--- src/rtl/imm_ext_pkg.sv ---
// imm_ext_pkg: shared definitions for the registered immediate extender.
//   - default widths for the immediate, the extended result and the sideband tag
//   - width of the accepted-transaction counter
//   - extension mode encodings (mode_e)
package imm_ext_pkg;

  localparam int unsigned DATA_IN_W  = 16;
  localparam int unsigned DATA_OUT_W = 32;
  localparam int unsigned TAG_W_DEF  = 5;
  localparam int unsigned CNT_W      = 32;

  typedef enum logic [1:0] {
    MODE_SEXT   = 2'b00,
    MODE_ZEXT   = 2'b01,
    MODE_LUI    = 2'b10,
    MODE_BRANCH = 2'b11
  } mode_e;

endpackage

--- src/rtl/imm_ext_core.sv ---
// imm_ext_core: combinational mode mux and immediate extension.
// Ports:
//   imm   in  DATA_IN   immediate field
//   mode  in  2         extension mode (mode_e encoding)
//   ext_c out DATA_OUT  extended result (combinational)
module imm_ext_core
  import imm_ext_pkg::*;
#(
  parameter int unsigned DATA_IN  = DATA_IN_W,
  parameter int unsigned DATA_OUT = DATA_OUT_W
) (
  input  logic [DATA_IN-1:0]  imm,
  input  logic [1:0]          mode,
  output logic [DATA_OUT-1:0] ext_c
);

  localparam int unsigned PAD = DATA_OUT - DATA_IN;

  logic [DATA_OUT-1:0] sext;
  logic [DATA_OUT-1:0] zext;
  logic [DATA_OUT-1:0] lui;

  assign sext = {{PAD{imm[DATA_IN-1]}}, imm};
  assign zext = {{PAD{1'b0}}, imm};
  assign lui  = {imm, {PAD{1'b0}}};

  // Mode select; branch offset drops the two top sign bits after the shift.
  always_comb begin
    ext_c = sext;
    case (mode_e'(mode))
      MODE_SEXT:   ext_c = sext;
      MODE_ZEXT:   ext_c = zext;
      MODE_LUI:    ext_c = lui;
      MODE_BRANCH: ext_c = sext << 2;
      default:     ext_c = sext;
    endcase
  end

endmodule

--- src/rtl/imm_extend_pipe.sv ---
// imm_extend_pipe: registered immediate extender with valid/ready handshake
// and a 2-entry (head + skid) buffer, for the decode -> execute boundary.
// Optional feature macro: IMM_EXT_XFER_CNT_EN (accepted-transaction counter).
// Ports:
//   CLK        in   clock, rising edge
//   RST        in   synchronous active-high reset
//   FLUSH      in   synchronous squash of all buffered entries
//   IN_VALID   in   upstream offers an immediate
//   IN_READY   out  block can accept (registered, = !skid valid)
//   IN         in   immediate field, DATA_IN bits
//   MODE       in   00 SEXT, 01 ZEXT, 10 LUI, 11 BRANCH
//   TAG_IN     in   sideband tag
//   OUT_VALID  out  OUT holds a valid result
//   OUT_READY  in   downstream accepts
//   OUT        out  extended result, DATA_OUT bits
//   TAG_OUT    out  tag matching OUT
//   XFER_CNT   out  accepted-transaction count (0 when feature disabled)
module imm_extend_pipe
  import imm_ext_pkg::*;
#(
  parameter int unsigned DATA_IN  = DATA_IN_W,
  parameter int unsigned DATA_OUT = DATA_OUT_W,
  parameter int unsigned TAG_W    = TAG_W_DEF
) (
  input  logic                CLK,
  input  logic                RST,
  input  logic                FLUSH,
  input  logic                IN_VALID,
  output logic                IN_READY,
  input  logic [DATA_IN-1:0]  IN,
  input  logic [1:0]          MODE,
  input  logic [TAG_W-1:0]    TAG_IN,
  output logic                OUT_VALID,
  input  logic                OUT_READY,
  output logic [DATA_OUT-1:0] OUT,
  output logic [TAG_W-1:0]    TAG_OUT,
  output logic [CNT_W-1:0]    XFER_CNT
);

  logic [DATA_OUT-1:0] ext_c;

  logic                head_valid_q, head_valid_d;
  logic [DATA_OUT-1:0] head_data_q,  head_data_d;
  logic [TAG_W-1:0]    head_tag_q,   head_tag_d;
  logic                skid_valid_q, skid_valid_d;
  logic [DATA_OUT-1:0] skid_data_q,  skid_data_d;
  logic [TAG_W-1:0]    skid_tag_q,   skid_tag_d;
  logic                in_ready_q,   in_ready_d;

  logic accept_c;
  logic drain_c;

  imm_ext_core #(
    .DATA_IN  (DATA_IN),
    .DATA_OUT (DATA_OUT)
  ) u_core (
    .imm   (IN),
    .mode  (MODE),
    .ext_c (ext_c)
  );

  // An input offered during a flush is dropped, so it is not an accept.
  assign accept_c = IN_VALID && in_ready_q && !FLUSH;
  assign drain_c  = head_valid_q && OUT_READY;

  // Head/skid next state: head refills from skid first to keep FIFO order.
  always_comb begin
    head_valid_d = head_valid_q;
    head_data_d  = head_data_q;
    head_tag_d   = head_tag_q;
    skid_valid_d = skid_valid_q;
    skid_data_d  = skid_data_q;
    skid_tag_d   = skid_tag_q;

    if (FLUSH) begin
      head_valid_d = 1'b0;
      skid_valid_d = 1'b0;
    end else if (!head_valid_q || drain_c) begin
      if (skid_valid_q) begin
        head_valid_d = 1'b1;
        head_data_d  = skid_data_q;
        head_tag_d   = skid_tag_q;
        skid_valid_d = accept_c;
        if (accept_c) begin
          skid_data_d = ext_c;
          skid_tag_d  = TAG_IN;
        end
      end else begin
        head_valid_d = accept_c;
        if (accept_c) begin
          head_data_d = ext_c;
          head_tag_d  = TAG_IN;
        end
      end
    end else if (accept_c) begin
      skid_valid_d = 1'b1;
      skid_data_d  = ext_c;
      skid_tag_d   = TAG_IN;
    end

    in_ready_d = !skid_valid_d;
  end

  // Buffer state registers.
  always_ff @(posedge CLK) begin
    if (RST) begin
      head_valid_q <= 1'b0;
      head_data_q  <= '0;
      head_tag_q   <= '0;
      skid_valid_q <= 1'b0;
      skid_data_q  <= '0;
      skid_tag_q   <= '0;
      in_ready_q   <= 1'b1;
    end else begin
      head_valid_q <= head_valid_d;
      head_data_q  <= head_data_d;
      head_tag_q   <= head_tag_d;
      skid_valid_q <= skid_valid_d;
      skid_data_q  <= skid_data_d;
      skid_tag_q   <= skid_tag_d;
      in_ready_q   <= in_ready_d;
    end
  end

  assign OUT_VALID = head_valid_q;
  assign OUT       = head_data_q;
  assign TAG_OUT   = head_tag_q;
  assign IN_READY  = in_ready_q;

`ifdef IMM_EXT_XFER_CNT_EN
  logic [CNT_W-1:0] cnt_q;

  // Accept counter; wraps naturally, ignores FLUSH.
  always_ff @(posedge CLK) begin
    if (RST) begin
      cnt_q <= '0;
    end else if (accept_c) begin
      cnt_q <= cnt_q + CNT_W'(1);
    end
  end

  assign XFER_CNT = cnt_q;
`else
  assign XFER_CNT = '0;
`endif

endmodule

--- config.mk ---
export PLATFORM = sky130hd
export DESIGN_NAME = imm_extend_pipe
export DESIGN_NICKNAME = d
export VERILOG_FILES = /design/src/rtl/imm_ext_pkg.sv /design/src/rtl/imm_ext_core.sv /design/src/rtl/imm_extend_pipe.sv
export SDC_FILE = /design/constraint.sdc
export NUM_CORES = 1
export LEC_CHECK = 0
export CAP_MARGIN = 20
export CORE_MARGIN = 2
export CORE_UTILIZATION = 46
export DETAILED_ROUTE_END_ITERATION = 6
export GPL_ROUTABILITY_DRIVEN = 0
export HOLD_SLACK_MARGIN = 0.1
export PLACE_DENSITY = 0.81
export SLEW_MARGIN = 20
export SYNTH_ARGS = -nofsm -noshare
export SYNTH_HDL_FRONTEND = slang
export SYNTH_HIERARCHICAL = 1
export SYNTH_SLANG_ARGS = --single-unit
export TNS_END_PERCENT = 5
--- constraint.sdc ---
create_clock -name CLK -period 1.5 [get_ports CLK]
set_input_delay 0.375 -clock CLK [delete_from_list [all_inputs] [get_ports CLK]]
set_output_delay 0.375 -clock CLK [all_outputs]
set_load 0.05 [all_outputs]
==> results of run 1 <==
-- power breakdown --
part | switching, mW | total [mW] | internal (mW) | leakage, nW
clock | 0.777 | 1.73 | 0.957 | 0.115
sequential | 0.0870 | 2.21 | 2.12 | 0.628
combinational | 0.900 | 1.58 | 0.677 | 1.56
-- cells in the mapped netlist, types with 2 or more instances --
cell,n,share of area
dfxtp_1,77,0.34
o21ai_0,8,0.0089
mux2_2,37,0.093
buf_6,6,0.015
nor4_1,37,0.052
buf_2,7,0.0078
buf_1,2,0.0017
buf_4,36,0.060
a211oi_2,4,0.011
clkbuf_1,24,0.020
a22o_1,11,0.022
nor2b_1,2,0.0028
inv_1,39,0.033
o21ai_1,6,0.0067
a22o_2,3,0.0067
a211oi_1,34,0.057
nand2b_1,74,0.10
mux2i_1,52,0.12
and2b_2,2,0.0039
-- logic make-up after synthesis --
kind of cell,count (synthesis),synth area share
and+or+nand+nor,121,0.172
buffers and inverters,118,0.150
muxes,89,0.209
DFF,77,0.345
AOI/OAI and AO/OA,72,0.123
other,1,0.000838
-- sequential cells by signal, summed over array words and instances (netlist names) --
signal / flops
TAG_OUT: 5
OUT: 32
skid_data_q: 32
IN_READY: 1
skid_tag_q: 5
OUT_VALID: 1
skid_valid_q: 1
-- final timing paths --
kind	cells after the start	slack, ps	startpoint	endpoint
worst max-delay path	6	-40	IN[3]	OUT[19]
worst min-delay path	3	470	FLUSH	OUT_VALID
worst max register to register	5	-10	IN_READY	OUT[31]
worst min register to register	2	480	skid_tag_q[0]	skid_tag_q[0]
-- critical path, stage by stage --
cell and delay [ps]:
clkdlybuf4s50_1 500, mux2i_1 250, o21ai_1 110, mux2_2 270, nor4_2 170, a211oi_1 90
-- per-layer routing --
layer | wire length (um) | part of all wire
met5 | 0 | 0
met4 | 344 | 0.027
met3 | 834 | 0.065
met2 | 6560 | 0.52
met1 | 5000 | 0.39
-- cell type report --
type                       instances  area (um2)
multi-input combinational        316        2760
clock inverter                     3        40.0
sequential                        77        1550
fill                             642        3000
timing repair buffer              95        1480
timing repair inverter             1        7.51
tap                              129         161
inverter                          39         150
clock buffer                      13         180
-- cell usage in the layout, fill, tap and decap left out, types with 2 or more instances in the layout --
master,count
o21ai_2,9
and2b_2,2
o21ai_1,6
mux2i_1,48
inv_1,38
buf_2,2
dfxtp_1,74
clkinvlp_4,2
and2_4,2
nor4_2,19
clkinv_2,2
mux2i_2,4
a22o_2,3
a211oi_1,24
a22o_1,11
buf_4,11
a211oi_2,14
buf_12,52
clkdlybuf4s50_1,18
dlygate4sd2_1,2
dlymetal6s2s_1,4
buf_6,2
nand3_4,2
nor4_1,10
nand2b_1,74
clkbuf_8,11
nor4_4,8
conb_1,32
dfxtp_2,2
mux2_2,37
-- through the flow --
stage | TNS (ps) | cell area, um2
floorplan | -3020 | 4600
global placement | -32950 | 5640
detailed placement | -34810 | 5640
CTS | -395 | 6240
global route | -528 | 6330
finish | -101 | 6330
-- repair_timing --
action / CTS / global route
pin swaps: 3 / 0
setup endpoints to repair: 44 / 74
buffers inserted: 0 / 0
gates resized for setup: 69 / 25
cloned: 4 / 1
==> reports/results.ini, run 1 <==
[detailed_routing]
routed_wl_um=12700
vias=3772
avgRoutedWirePerCell_um=18.9
vias_per_cell=5.60
ant_nets=0
drc=0
drt_iter0_drc=240
firstDrtPassIters=5

[run_status]
violations=setup timing
status=finished, violations left

[grt]
grt_overflow=0
grt_pass1_wl_um=20100
grt_use_met1=0.293
busiest_layer=met2
grt_use_met2=0.424
grt_usage=0.248
grt_max_degree=61
grt_antenna_before_repair=0
grt_pass1_vias=3843
grt_use_met3=0.0658

[timing]
report.final.slew_viol_count=0
setup_viol=5
fin_crit_sh=1.03
fin_skew_ps=15.5
clock.fmax_ghz=0.649
fin_ws_ps=-41.6
min_period_ps=1540
rsz0062_at_grt=yes
whs_ps=469
hold_violations=0

[clock_tree]
numCtsBuffers=9
insertion_delay_ps=360
holdBufCountCts=0
path_clk_slew_ps=80
cts_tree=built
clockBufferDepth=2
clock-root-buffer=clkbuf_8
htree_levels=3
clock-sinks=77

[yosys]
yosysUniqueCellTypes=36
synth-edff-count=0
avgSynthCellArea_um2=9.36
async_flop_share=0
ys_seq_area_frac=0.345
synth_ff_type=dfxtp_1
yosys_warnings=6
synth_seq_cells=77
syn_inst=478
syn_area_um2=4470

[placement]
port_buffers=66
dp_slack_ps=-752
hpwl_um=7550
dp.cells=652

[finish]
antenna_cells=0
syn2layout_area_growth_pct=41.4
fin_nets=567
final_cells=673
fin_util=0.678
layout-drive-gt1-share=0.358

[floorplan]
chipHeight_um=103
die_w_um=103
rows=35
top_level_ports=99
initial_core_util=0.480
die_area_um2=10500
core_area_um2=9330

[power]
powerDensity_nw_per_um2=872
total_power_mw=5.52
p_leak_nw=2.30
ir_worst_vdd_v=0.000514

[critical_path]
path_max_fanout=3
required_ps=1730
endpoint_kind=flop
cp_data_arrival_time_ps=1770
path_class=in -> reg
cp-start-kind=input port

[job]
maxCapViolCount=0

[worst_hold_path]
hp-class=in -> reg

Note: power is estimated with default switching activity, not from simulation.
==> run 2, diff against run 1 <==
--- a/config.mk
+++ b/config.mk
@@ -6,6 +6,7 @@
 export NUM_CORES = 1
 export LEC_CHECK = 0
 export CAP_MARGIN = 20
+export CORE_ASPECT_RATIO = 0.75
 export CORE_MARGIN = 2
 export CORE_UTILIZATION = 46
 export DETAILED_ROUTE_END_ITERATION = 6
==> run 2 against run 1 <==
Compared with the run above:
- the flow still finishes with violations (setup timing)
- via count up 1.4%
- wire length up 4.7%
- combinational power up 4%
- clock skew down 6.5 ps
- hold slack worse by 9.9 ps
- critical path depth down 1
- clock-buffer cell count down 3
- global-route usage down 1.3 points
- critical path type is now reg -> reg
==> reports/results.ini, run 2 (synthesis results as in run 1) <==
[finish]
fin_util=0.686  ; +0.00721
layout-drive-gt1-share=0.386  ; +0.0279
mostFrequentLayoutCells=dfxtp_1, nand2b_1, buf_12
fin_nets=565  ; -0.35%
fillers=663  ; +3.3%
syn2layout_area_growth_pct=46.2
antenna_cells=0  ; unchanged

[floorplan]
top_level_ports=99  ; unchanged
core_area_um2=9540  ; +2.3%
initial_core_util=0.469  ; -0.0108
chipHeight_um=89.4  ; -13%
die_area_um2=10500  ; about the same
die_w_um=118  ; +15%
rows=31  ; -11%

[grt]
grt_antenna_before_repair=0  ; unchanged
grt_usage=0.235  ; -0.0133
grt_overflow=0  ; unchanged
grt_pass1_vias=3651  ; -5.0%
grt_max_degree=54  ; -11%
grt_pass1_wl_um=19400  ; -3.9%

[timing]
fin_ws_ps=-29.9  ; +11.7 ps
rsz0062_at_grt=yes
fin_skew_ps=8.98  ; -6.52 ps
relSlewSlack=0.515
fin_crit_sh=1.02  ; -0.00783
min_period_ps=1530  ; -11.7 ps
clock.fmax_ghz=0.654  ; +0.77%
tightest_slew_ps=728
report.final.slew_viol_count=0  ; unchanged
hold_violations=0  ; unchanged
setup_tns_ps=-52.8  ; +48.1 ps
setup_viol=4  ; -1

[run_status]
status=finished, violations left
violations=setup timing

[clock_tree]
insertion_delay_ps=340  ; -20 ps
holdBufCountCts=0  ; unchanged
numCtsBuffers=9  ; unchanged
htree_levels=3  ; unchanged
path_clk_slew_ps=60  ; -20 ps
clockBufferDepth=2  ; unchanged
clock-root-buffer=clkbuf_16
cts_tree=built
clock-sinks=77  ; unchanged

[critical_path]
required_ps=1740  ; about the same
max_stage_delay_ps=380  ; -120 ps
cp-start-kind=flop
path_class=reg -> reg
endpoint_kind=flop
crit_chain=nor2b_4 > or3_4 > buf_12 > buf_16 > a211oi_2
path_max_fanout=8  ; +5
cp_data_arrival_time_ps=1770  ; about the same
crit_slowest_cell=or3_4

[power]
p_leak_nw=2.44  ; +6.2%
total_power_mw=5.86  ; +6.2%
powerDensity_nw_per_um2=896  ; +2.7%
ir_worst_vdd_v=0.000509  ; -0.91%

[job]
maxCapViolCount=0  ; unchanged

[detailed_routing]
ant_nets=0  ; unchanged
avgRoutedWirePerCell_um=19.8  ; +4.7%
vias=3823  ; +1.4%
drc=0  ; unchanged
firstDrtPassIters=5  ; unchanged
routed_wl_um=13300  ; +4.7%
vias_per_cell=5.68  ; +1.4%
drt_iter0_drc=378  ; +57%

[placement]
dp_slack_ps=-669  ; +83.3 ps
port_buffers=66  ; unchanged
hpwl_um=7140  ; -5.4%

[worst_hold_path]
hp-class=in -> reg

## run 2: changes by cell type in the layout (fill, tap and decap cells not counted), moves of 3 or more
cell / previous run / this run
o21ai_1: 6 / 9
a211oi_2: 14 / 29
dlymetal6s2s_1: 4 / 12
o21ai_2: 9 / 6
clkdlybuf4s50_1: 18 / 8
nor4_4: 8 / 13
clkbuf_8: 11 / 1
nor4_1: 10 / 7
clkbuf_16: 1 / 10
a211oi_1: 24 / 9
## run 2: final cells by class
| cell class | count | area (um2) | share of cell area |
|---|---|---|---|
| timing repair buffer | 95 | 1540 | 0.235 |
| inverter | 39 | 146 | 0.0224 |
| sequential | 77 | 1550 | 0.237 |
| clock buffer | 10 | 239 | 0.0365 |
| tap | 132 | 165 | 0.0252 |
| clock inverter | 5 | 26.3 | 0.00402 |
| multi-input combinational | 315 | 2880 | 0.441 |
## run 2: final timing paths
check | startpoint | slack (ps) | cells past startpoint | endpoint
hold reg to reg | skid_data_q[5] | 480 | 2 | skid_data_q[5]
setup reg to reg | OUT_VALID | -30 | 5 | OUT[29]
setup / recovery | OUT_VALID | -30 | 5 | OUT[29]
hold / removal | RST | 460 | 2 | OUT[12]
## run 2: timing repair
item | CTS | global route
gates resized for setup | 78 | 49
endpoints found under the hold margin | 0 | 0
endpoints found under the setup margin | 55 | 39
pin swaps | 1 | 5
cloned | 5 | 1
setup buffers | 2 | 0
## run 2: critical path: cells and delay by family, from the launching register on
kind                   cells  cell delay [ps]
buffers and inverters      2              290
and+or+nand+nor            2              530
AOI/OAI and AO/OA          1              270
DFF                        1              350
## run 2: report_power, final
part / internal [mW] / total (mW) / switching, mW
clock network: 1.14 / 2.01 / 0.860
registers: 2.12 / 2.21 / 0.0827
logic: 0.705 / 1.65 / 0.944
total: 3.97 / 5.86 / 1.89
## run 2: layer usage
metal / vias up / global-route usage / wire (um) / share of wire
li1: 1725 / - / - / -
met1: 1864 / 0.299 / 5440 / 0.41
met2: 197 / 0.395 / 6430 / 0.48
met3: 37 / 0.0580 / 1090 / 0.082
met4: 0 / 0.0811 / 375 / 0.028
met5: - / 0 / 0 / 0
## run 2: stage by stage
step | cells | hold WS, ps | area [um2]
6_report | 673 | 459 | 6540
4_1_cts | 672 | 462 | 6320
3_3_place_gp | 650 | 453 | 5570
5_1_grt | 673 | 478 | 6540
3_5_place_dp | 650 | 464 | 5570
2_1_floorplan | 509 | 445 | 4600
